[src/rtl/i2s_rx_if.sv]
// ---------------------------------------------------------------------------
// i2s_rx_if -- serial-side and frame-side signals of the I2S receiver.
//
// Signals
//   i2s_sclk      I2S bit clock (asynchronous to the system clock)
//   i2s_lrclk     I2S word select, 0 = left slot, 1 = right slot
//   i2s_sdata     I2S serial data, MSB first
//   sample_l      left sample of the held frame
//   sample_r      right sample of the held frame
//   sample_valid  held frame is valid
//   sample_ready  consumer accepts the held frame
//   overrun       sticky flag: a completed frame was dropped
//   overrun_clr   single-cycle pulse that clears overrun
//
// Modports
//   slave   the receiver itself
//   master  the environment: drives the I2S lines, consumes frames
// ---------------------------------------------------------------------------
interface i2s_rx_if #(
    parameter int DATA_WIDTH = 16
);
    logic                  i2s_sclk;
    logic                  i2s_lrclk;
    logic                  i2s_sdata;
    logic [DATA_WIDTH-1:0] sample_l;
    logic [DATA_WIDTH-1:0] sample_r;
    logic                  sample_valid;
    logic                  sample_ready;
    logic                  overrun;
    logic                  overrun_clr;

    modport slave (
        input  i2s_sclk,
        input  i2s_lrclk,
        input  i2s_sdata,
        input  sample_ready,
        input  overrun_clr,
        output sample_l,
        output sample_r,
        output sample_valid,
        output overrun
    );

    modport master (
        output i2s_sclk,
        output i2s_lrclk,
        output i2s_sdata,
        output sample_ready,
        output overrun_clr,
        input  sample_l,
        input  sample_r,
        input  sample_valid,
        input  overrun
    );
endinterface

[src/rtl/i2s_rx.sv]
// ---------------------------------------------------------------------------
// i2s_rx -- I2S receiver with a one-frame output holding register.
//
// The three I2S lines are brought into the clk domain through 2-flop
// synchronizers. A rising edge of the synchronized bit clock is a bit event;
// all capture happens on bit events. Word-select changes mark slot
// boundaries, with the standard I2S one-bit delay: the bit sampled at the
// boundary still belongs to the slot that is ending.
//
// A completed {left, right} frame is staged for one cycle and then loaded
// into the output registers, which are drained by a valid/ready handshake.
// A frame that completes while the previous one is still unaccepted is
// dropped and sets the sticky overrun flag.
//
// Ports
//   clk   system clock, must run at least 8x the I2S bit clock
//   arst  asynchronous, active-high reset
//   bus   i2s_rx_if.slave (I2S lines, frame outputs, handshake, overrun)
// ---------------------------------------------------------------------------
module i2s_rx #(
    parameter int DATA_WIDTH = 16
) (
    input  logic     clk,
    input  logic     arst,
    i2s_rx_if.slave  bus
);

    localparam int CNT_W = $clog2(DATA_WIDTH + 1);
    localparam logic [CNT_W-1:0] CNT_MAX  = CNT_W'(DATA_WIDTH);
    localparam logic [CNT_W-1:0] CNT_LAST = CNT_W'(DATA_WIDTH - 1);
    localparam logic [CNT_W-1:0] CNT_ZERO = {CNT_W{1'b0}};
    localparam logic [CNT_W-1:0] CNT_ONE  = {{(CNT_W-1){1'b0}}, 1'b1};
    localparam logic [DATA_WIDTH-1:0] WORD_ZERO = {DATA_WIDTH{1'b0}};

    typedef enum logic [1:0] {
        ST_SYNC  = 2'd0,
        ST_LEFT  = 2'd1,
        ST_RIGHT = 2'd2
    } state_t;

    // Write one serial bit into a slot word; position cnt counts from the MSB.
    // Positions past the end of the word leave the word unchanged.
    function automatic logic [DATA_WIDTH-1:0] put_bit(
        input logic [DATA_WIDTH-1:0] word,
        input logic [CNT_W-1:0]      cnt,
        input logic                  bit_val
    );
        logic [DATA_WIDTH-1:0] res;
        for (int i = 0; i < DATA_WIDTH; i++) begin
            if (i == (DATA_WIDTH - 1 - int'(cnt))) begin
                res[i] = bit_val;
            end else begin
                res[i] = word[i];
            end
        end
        return res;
    endfunction

    // Synchronizer and edge-detect flops
    logic sclk_meta_r, sclk_sync_r, sclk_prev_r;
    logic lr_meta_r,   lr_sync_r;
    logic sd_meta_r,   sd_sync_r;

    // Capture state
    state_t                state_r,   state_s;
    logic [CNT_W-1:0]      bit_cnt_r, cnt_s;
    logic                  lr_held_r, lr_held_s;
    logic [DATA_WIDTH-1:0] left_r,    left_s;
    logic [DATA_WIDTH-1:0] right_r,   right_s;
    logic                  done_s;

    // Frame staging and output holding registers
    logic                  frame_done_r;
    logic [DATA_WIDTH-1:0] frame_l_r, frame_r_r;
    logic [DATA_WIDTH-1:0] out_l_r,   out_r_r;
    logic                  valid_r;
    logic                  overrun_r;

    // Decoded events
    logic                  bit_event_s;
    logic                  boundary_s;
    logic [CNT_W-1:0]      cnt_inc_s;
    logic [DATA_WIDTH-1:0] left_ins_s;
    logic [DATA_WIDTH-1:0] right_ins_s;
    logic                  transfer_s;

    // Two-flop synchronizers plus one extra sclk flop for edge detection.
    always_ff @(posedge clk or posedge arst) begin
        if (arst) begin
            sclk_meta_r <= 1'b0;
            sclk_sync_r <= 1'b0;
            sclk_prev_r <= 1'b0;
            lr_meta_r   <= 1'b0;
            lr_sync_r   <= 1'b0;
            sd_meta_r   <= 1'b0;
            sd_sync_r   <= 1'b0;
        end else begin
            sclk_meta_r <= bus.i2s_sclk;
            sclk_sync_r <= sclk_meta_r;
            sclk_prev_r <= sclk_sync_r;
            lr_meta_r   <= bus.i2s_lrclk;
            lr_sync_r   <= lr_meta_r;
            sd_meta_r   <= bus.i2s_sdata;
            sd_sync_r   <= sd_meta_r;
        end
    end

    // Bit-event / slot-boundary decode and the candidate slot words with the
    // current bit inserted.
    always_comb begin
        bit_event_s = sclk_sync_r & ~sclk_prev_r;
        boundary_s  = bit_event_s & (lr_sync_r ^ lr_held_r);
        if (bit_cnt_r == CNT_MAX) begin
            cnt_inc_s = bit_cnt_r;
        end else begin
            cnt_inc_s = bit_cnt_r + CNT_ONE;
        end
        left_ins_s  = put_bit(left_r,  bit_cnt_r, sd_sync_r);
        right_ins_s = put_bit(right_r, bit_cnt_r, sd_sync_r);
    end

    // Capture FSM next-state: slot tracking, bit placement, frame completion.
    always_comb begin
        state_s   = state_r;
        cnt_s     = bit_cnt_r;
        lr_held_s = lr_held_r;
        left_s    = left_r;
        right_s   = right_r;
        done_s    = 1'b0;
        if (bit_event_s) begin
            lr_held_s = lr_sync_r;
            // The bit lands in the slot that is open now; at a boundary that
            // is the slot being closed (one-bit delay).
            case (state_r)
                ST_LEFT: begin
                    left_s = left_ins_s;
                end
                ST_RIGHT: begin
                    right_s = right_ins_s;
                    if (bit_cnt_r == CNT_LAST) begin
                        done_s = 1'b1;
                    end else begin
                        done_s = 1'b0;
                    end
                end
                default: begin
                    left_s = left_r;
                end
            endcase
            if (boundary_s) begin
                cnt_s = CNT_ZERO;
                case (state_r)
                    ST_SYNC: begin
                        if (!lr_sync_r) begin
                            state_s = ST_LEFT;
                            left_s  = WORD_ZERO;
                        end else begin
                            state_s = ST_SYNC;
                        end
                    end
                    ST_LEFT: begin
                        if (lr_sync_r) begin
                            state_s = ST_RIGHT;
                            right_s = WORD_ZERO;
                        end else begin
                            state_s = ST_LEFT;
                        end
                    end
                    ST_RIGHT: begin
                        if (!lr_sync_r) begin
                            state_s = ST_LEFT;
                            left_s  = WORD_ZERO;
                            // A right slot that never reached full width
                            // completes its frame here.
                            if (bit_cnt_r < CNT_MAX) begin
                                done_s = 1'b1;
                            end else begin
                                done_s = done_s;
                            end
                        end else begin
                            state_s = ST_RIGHT;
                        end
                    end
                    default: begin
                        state_s = ST_SYNC;
                    end
                endcase
            end else begin
                cnt_s = cnt_inc_s;
            end
        end else begin
            cnt_s = bit_cnt_r;
        end
    end

    // Capture FSM state register; a completed frame is staged for one cycle
    // because the left word may be cleared in the completing cycle.
    always_ff @(posedge clk or posedge arst) begin
        if (arst) begin
            state_r      <= ST_SYNC;
            bit_cnt_r    <= CNT_ZERO;
            lr_held_r    <= 1'b0;
            left_r       <= WORD_ZERO;
            right_r      <= WORD_ZERO;
            frame_done_r <= 1'b0;
            frame_l_r    <= WORD_ZERO;
            frame_r_r    <= WORD_ZERO;
        end else begin
            state_r      <= state_s;
            bit_cnt_r    <= cnt_s;
            lr_held_r    <= lr_held_s;
            left_r       <= left_s;
            right_r      <= right_s;
            frame_done_r <= done_s;
            if (done_s) begin
                frame_l_r <= left_r;
                frame_r_r <= right_ins_s;
            end else begin
                frame_l_r <= frame_l_r;
                frame_r_r <= frame_r_r;
            end
        end
    end

    assign transfer_s = valid_r & bus.sample_ready;

    // Output holding register with valid/ready handshake and sticky overrun.
    always_ff @(posedge clk or posedge arst) begin
        if (arst) begin
            out_l_r   <= WORD_ZERO;
            out_r_r   <= WORD_ZERO;
            valid_r   <= 1'b0;
            overrun_r <= 1'b0;
        end else begin
            if (frame_done_r && (!valid_r || transfer_s)) begin
                out_l_r   <= frame_l_r;
                out_r_r   <= frame_r_r;
                valid_r   <= 1'b1;
                overrun_r <= overrun_r & ~bus.overrun_clr;
            end else if (frame_done_r) begin
                // Held frame not yet taken: drop the new one; set beats clear.
                overrun_r <= 1'b1;
            end else if (transfer_s) begin
                valid_r   <= 1'b0;
                overrun_r <= overrun_r & ~bus.overrun_clr;
            end else begin
                overrun_r <= overrun_r & ~bus.overrun_clr;
            end
        end
    end

    assign bus.sample_l     = out_l_r;
    assign bus.sample_r     = out_r_r;
    assign bus.sample_valid = valid_r;
    assign bus.overrun      = overrun_r;

endmodule

[src/flat_wrapper.sv]
// flat-port wrapper written by rule: the top's interface ports become plain ports
module i2s_rx_flat 
#(
    parameter int DATA_WIDTH = 16
)
  (clk, arst, bus_i2s_sclk, bus_i2s_lrclk, bus_i2s_sdata, bus_sample_ready, bus_overrun_clr, bus_sample_l, bus_sample_r, bus_sample_valid, bus_overrun);
  i2s_rx_if #(.DATA_WIDTH(DATA_WIDTH)) bus_i ();
  input  logic clk;
  input  logic arst;
  input wire logic [$bits(bus_i.i2s_sclk)-1:0] bus_i2s_sclk;
  input wire logic [$bits(bus_i.i2s_lrclk)-1:0] bus_i2s_lrclk;
  input wire logic [$bits(bus_i.i2s_sdata)-1:0] bus_i2s_sdata;
  input wire logic [$bits(bus_i.sample_ready)-1:0] bus_sample_ready;
  input wire logic [$bits(bus_i.overrun_clr)-1:0] bus_overrun_clr;
  output wire logic [$bits(bus_i.sample_l)-1:0] bus_sample_l;
  output wire logic [$bits(bus_i.sample_r)-1:0] bus_sample_r;
  output wire logic [$bits(bus_i.sample_valid)-1:0] bus_sample_valid;
  output wire logic [$bits(bus_i.overrun)-1:0] bus_overrun;
  assign bus_i.i2s_sclk = bus_i2s_sclk;
  assign bus_i.i2s_lrclk = bus_i2s_lrclk;
  assign bus_i.i2s_sdata = bus_i2s_sdata;
  assign bus_i.sample_ready = bus_sample_ready;
  assign bus_i.overrun_clr = bus_overrun_clr;
  assign bus_sample_l = bus_i.sample_l;
  assign bus_sample_r = bus_i.sample_r;
  assign bus_sample_valid = bus_i.sample_valid;
  assign bus_overrun = bus_i.overrun;
  i2s_rx #(.DATA_WIDTH(DATA_WIDTH)) u_core (.clk(clk), .arst(arst), .bus(bus_i));
endmodule
[config.mk]
export PLATFORM = sky130hd
export DESIGN_NAME = i2s_rx_flat
export DESIGN_NICKNAME = d
export VERILOG_FILES = /design/src/rtl/i2s_rx_if.sv /design/src/rtl/i2s_rx.sv /design/src/flat_wrapper.sv
export SDC_FILE = /design/constraint.sdc
export NUM_CORES = 1
export LEC_CHECK = 0
export CORE_MARGIN = 2
export CORE_UTILIZATION = 57
export CTS_BUF_LIST = sky130_fd_sc_hd__clkbuf_4
export DETAILED_ROUTE_END_ITERATION = 10
export GPL_ROUTABILITY_DRIVEN = 0
export PLACE_DENSITY = 0.84
export SYNTH_ARGS = -nofsm -noshare
export SYNTH_HDL_FRONTEND = slang
export SYNTH_SLANG_ARGS = --single-unit
[constraint.sdc]
create_clock -name clk -period 10.7 [get_ports clk]
set_input_delay 3.21 -clock clk [delete_from_list [all_inputs] [get_ports clk]]
set_output_delay 3.21 -clock clk [all_outputs]
set_load 0.02 [all_outputs]
==> results.toml <==
[logic_synthesis]
synth_warnings = 0
synth_edf_count = 0
synth_largest_area_cell = "dfrtp_1"
synth_cells = 379
mappedNetlistArea_um2 = 5236
yosys-top-cells-area = "dfrtp_1 (54%), mux2_2 (10%), mux2_4 (8.3%)"
syn_avg_cell_area_um2 = 13.82
ys_ff_latch = 114
synthesis.nets = 395
yosysUniqueCellTypes = 46
synthFlopType = "dfrtp_1"
seq_area_frac_synth = 0.5448
async_reset_ff_frac = 1.000
synth_top_area_share = 0.5448

[setup_path]
end_kind = "output port"
cpPeakStageDelay_ns = 0.61
critical_path.slowest_cell = "clkdlybuf4s50_1"
cp_data_required_time_ns = 7.49
crit_path_cell_trace = "clkdlybuf4s50_1"
cp_top_family = "buffers and inverters"
startpoint_type = "register"
cp.arrival_ns = 1.48
path_buf_inv = 1
path_max_fanout = 2
path_class = "register to output port"

[final_layout]
drive_gt1_frac = 0.3278
areaGrowthSynthToFinish_pct = 13.36
nets = 428
final_cells = 532
diodes = 0
n_fill_cell = 630

[power]
cellLeakagePower_nw = 2.797
peakVddDrop_mv = 0.09436
p_per_area_nw_per_um2 = 169.7
power_w = 0.001007

[status]
status = "completed"

[clock_network]
insertion_delay_ns = 0.50
clk_path_buf_depth = 2
cts_htree_levels = 4
path_clk_slew_ns = 0.09
cts_made_buffers = 17
clock_sinks = 114
postCtsSetupBuffers = 0
cts_tree = "built"
post_cts_resized = 0
cts-hold-fix-buffers = 0
cts_root_buf = "clkbuf_4"

[placed_design]
hpwl_um = 6174
dpl_worst_slack_ns = 5.720
io_buffers = 40
place_inst = 501

[global_routing]
grt_usage = 0.2098
grt_pass1_vias = 3179
grt_max_degree = 69
antenna_found_initial = 0
grt_pass1_wl_um = 16120
grt_overflow = 0

[die]
ioPinCount = 41
die_w_um = 99.85
die_y_um = 99.85
core_area_um2 = 8806
num_rows = 34
die_area_um2 = 9969
start_util = 0.5946

[sta]
tightest_slew_ns = 1.152
finalMaxSlewViolations = 0
fin_skew_ns = 0.01041
finalSetupTns_ns = 0
setup_violations = 0
hold_viol = 0
min_period_ns = 4.691
timing.final.crit_share = 0.4384
setup_ws_ns = 6.009
rsz0062_at_grt = "false"
timing.slew.headroom = 0.2321
fmax_mhz = 213.2

[drt]
wl_met3_um = 425
drc = 0
detail_route.wl_per_cell_um = 17.91
num_vias = 3127
drtAntennaViolNets = 0
dr_wl_met2_um = 4771
drt_wl_total_um = 9528
avgViaCountPerCell = 5.878
met1Wirelength_um = 4183
highest_layer = "met4"
dr.first_iter.drc_count = 170
firstDrtPassIters = 4

[flow_run]
cap_viol_max_count = 0

[min_path]
hp-class = "register to register"
[cell usage after synthesis, types with 2 or more instances]
| library cell | n |
|---|---|
| dfrtp_1 | 114 |
| buf_4 | 4 |
| mux2_2 | 48 |
| mux2_1 | 4 |
| clkbuf_1 | 10 |
| and4bb_2 | 3 |
| mux2_4 | 29 |
| a21oi_1 | 16 |
| a32o_1 | 15 |
| nor2b_1 | 2 |
| nand2_1 | 24 |
| buf_6 | 3 |
| buf_8 | 3 |
| nor4b_2 | 4 |
| inv_1 | 9 |
| buf_2 | 8 |
| a21bo_2 | 15 |
| o22ai_1 | 2 |
| a22o_1 | 3 |
| and3b_1 | 2 |
| and3_1 | 2 |
| and4bb_1 | 5 |
| o21ai_0 | 5 |
| ha_1 | 9 |
| and4b_1 | 3 |
| nand3_1 | 16 |
| nand2b_1 | 2 |
[logic make-up (layout without fill, tap and decap cells)]
group,Yosys count,after routing,synth area share
AO/OA/AOI/OAI,66,66,0.1027
XOR/XNOR,1,1,0.001673
adder cells (fa/ha/maj),9,9,0.02151
buffers and inverters,37,82,0.04205
flip-flops,114,114,0.5448
multiplexers,81,81,0.1950
AND/OR/NAND/NOR,71,71,0.09224
[metrics by stage]
step,utilization,hold slack [ns],instance area (µm²)
finish,0.6741,0.3604,5936
global placement,0.6364,0.3326,5604
CTS,0.6741,0.3592,5936
floorplan,-,0.3312,5236
detailed placement,0.6364,0.3387,5604
global route,0.6741,0.3677,5936
[routing by layer]
| metal | GRT usage | vias up |
|---|---|---|
| li1 | - | 1452 |
| met1 | 0.2718 | 1572 |
| met2 | 0.3462 | 86 |
| met3 | 0.05710 | 17 |
| met4 | 0.06955 | 0 |
| met5 | 0 | - |
[path summary, 6_finish.rpt]
kind | startpoint | to | slack [ns] | depth (start not counted)
setup / recovery | u_core.bus.sample_r[14] | bus_sample_r[14] | 6.01 | 1
hold / removal | u_core.sd_meta_r | u_core.sd_sync_r | 0.36 | 0
setup reg to reg | u_core.bit_cnt_r[2] | u_core.frame_r_r[15] | 8.19 | 3
hold reg to reg | u_core.sd_meta_r | u_core.sd_sync_r | 0.36 | 0
max in group asynchronous | arst | u_core.right_r[9] | 6.33 | 3
min in group asynchronous | arst | u_core.bus.sample_l[10] | 3.12 | 2
[registers in the layout, indices dropped and copies added (netlist names)]
name                     flops
u_core.sclk_sync_r           1
u_core.bit_cnt_r             5
u_core.frame_done_r          1
u_core.sd_sync_r             1
u_core.lr_sync_r             1
u_core.bus.sample_l         16
u_core.bus.overrun           1
u_core.sclk_meta_r           1
u_core.lr_meta_r             1
u_core.left_r               16
u_core.state_r               2
u_core.sd_meta_r             1
u_core.lr_held_r             1
u_core.frame_l_r            16
u_core.bus.sample_valid      1
u_core.bus.sample_r         16
u_core.sclk_prev_r           1
u_core.right_r              16
u_core.frame_r_r            16
[cell type report]
cell class / count / area (µm²) / area share
Clock buffer: 19 / 142.6 / 0.02403
Clock inverter: 12 / 188.9 / 0.03183
Inverter: 9 / 36.28 / 0.006113
Multi-Input combinational cell: 228 / 2165 / 0.3647
Sequential cell: 114 / 2853 / 0.4806
Tap cell: 108 / 135.1 / 0.02277
Timing Repair Buffer: 42 / 415.4 / 0.06998
[placed cells by master, fill, tap and decap left out, drive strengths merged, types with 2 or more instances in the layout]
cell type and count:
a32o 15, ha 9, clkinvlp 2, inv 9
a21oi 16, bufinv 5, clkdlybuf4s50 40, nand2b 2
buf 2, clkinv 5, and4b 3, clkbuf 19
a22o 3, a21bo 15, and3b 2, dfrtp 114
nand2 24, o22ai 2, nand3 16, and3 3
o21ai 5, mux2 81, nor2b 3, and4bb 8
nor4b 5
[power breakdown]
| group | switching (W) | internal (W) | total [W] | leakage (nW) |
|---|---|---|---|---|
| logic | 0.0000775 | 0.0000726 | 0.000150 | 1.06 |
| clock network | 0.000155 | 0.000210 | 0.000366 | 0.176 |
| registers | 0.0000272 | 0.000464 | 0.000491 | 1.56 |
Note: power is estimated with default switching activity, not from simulation.
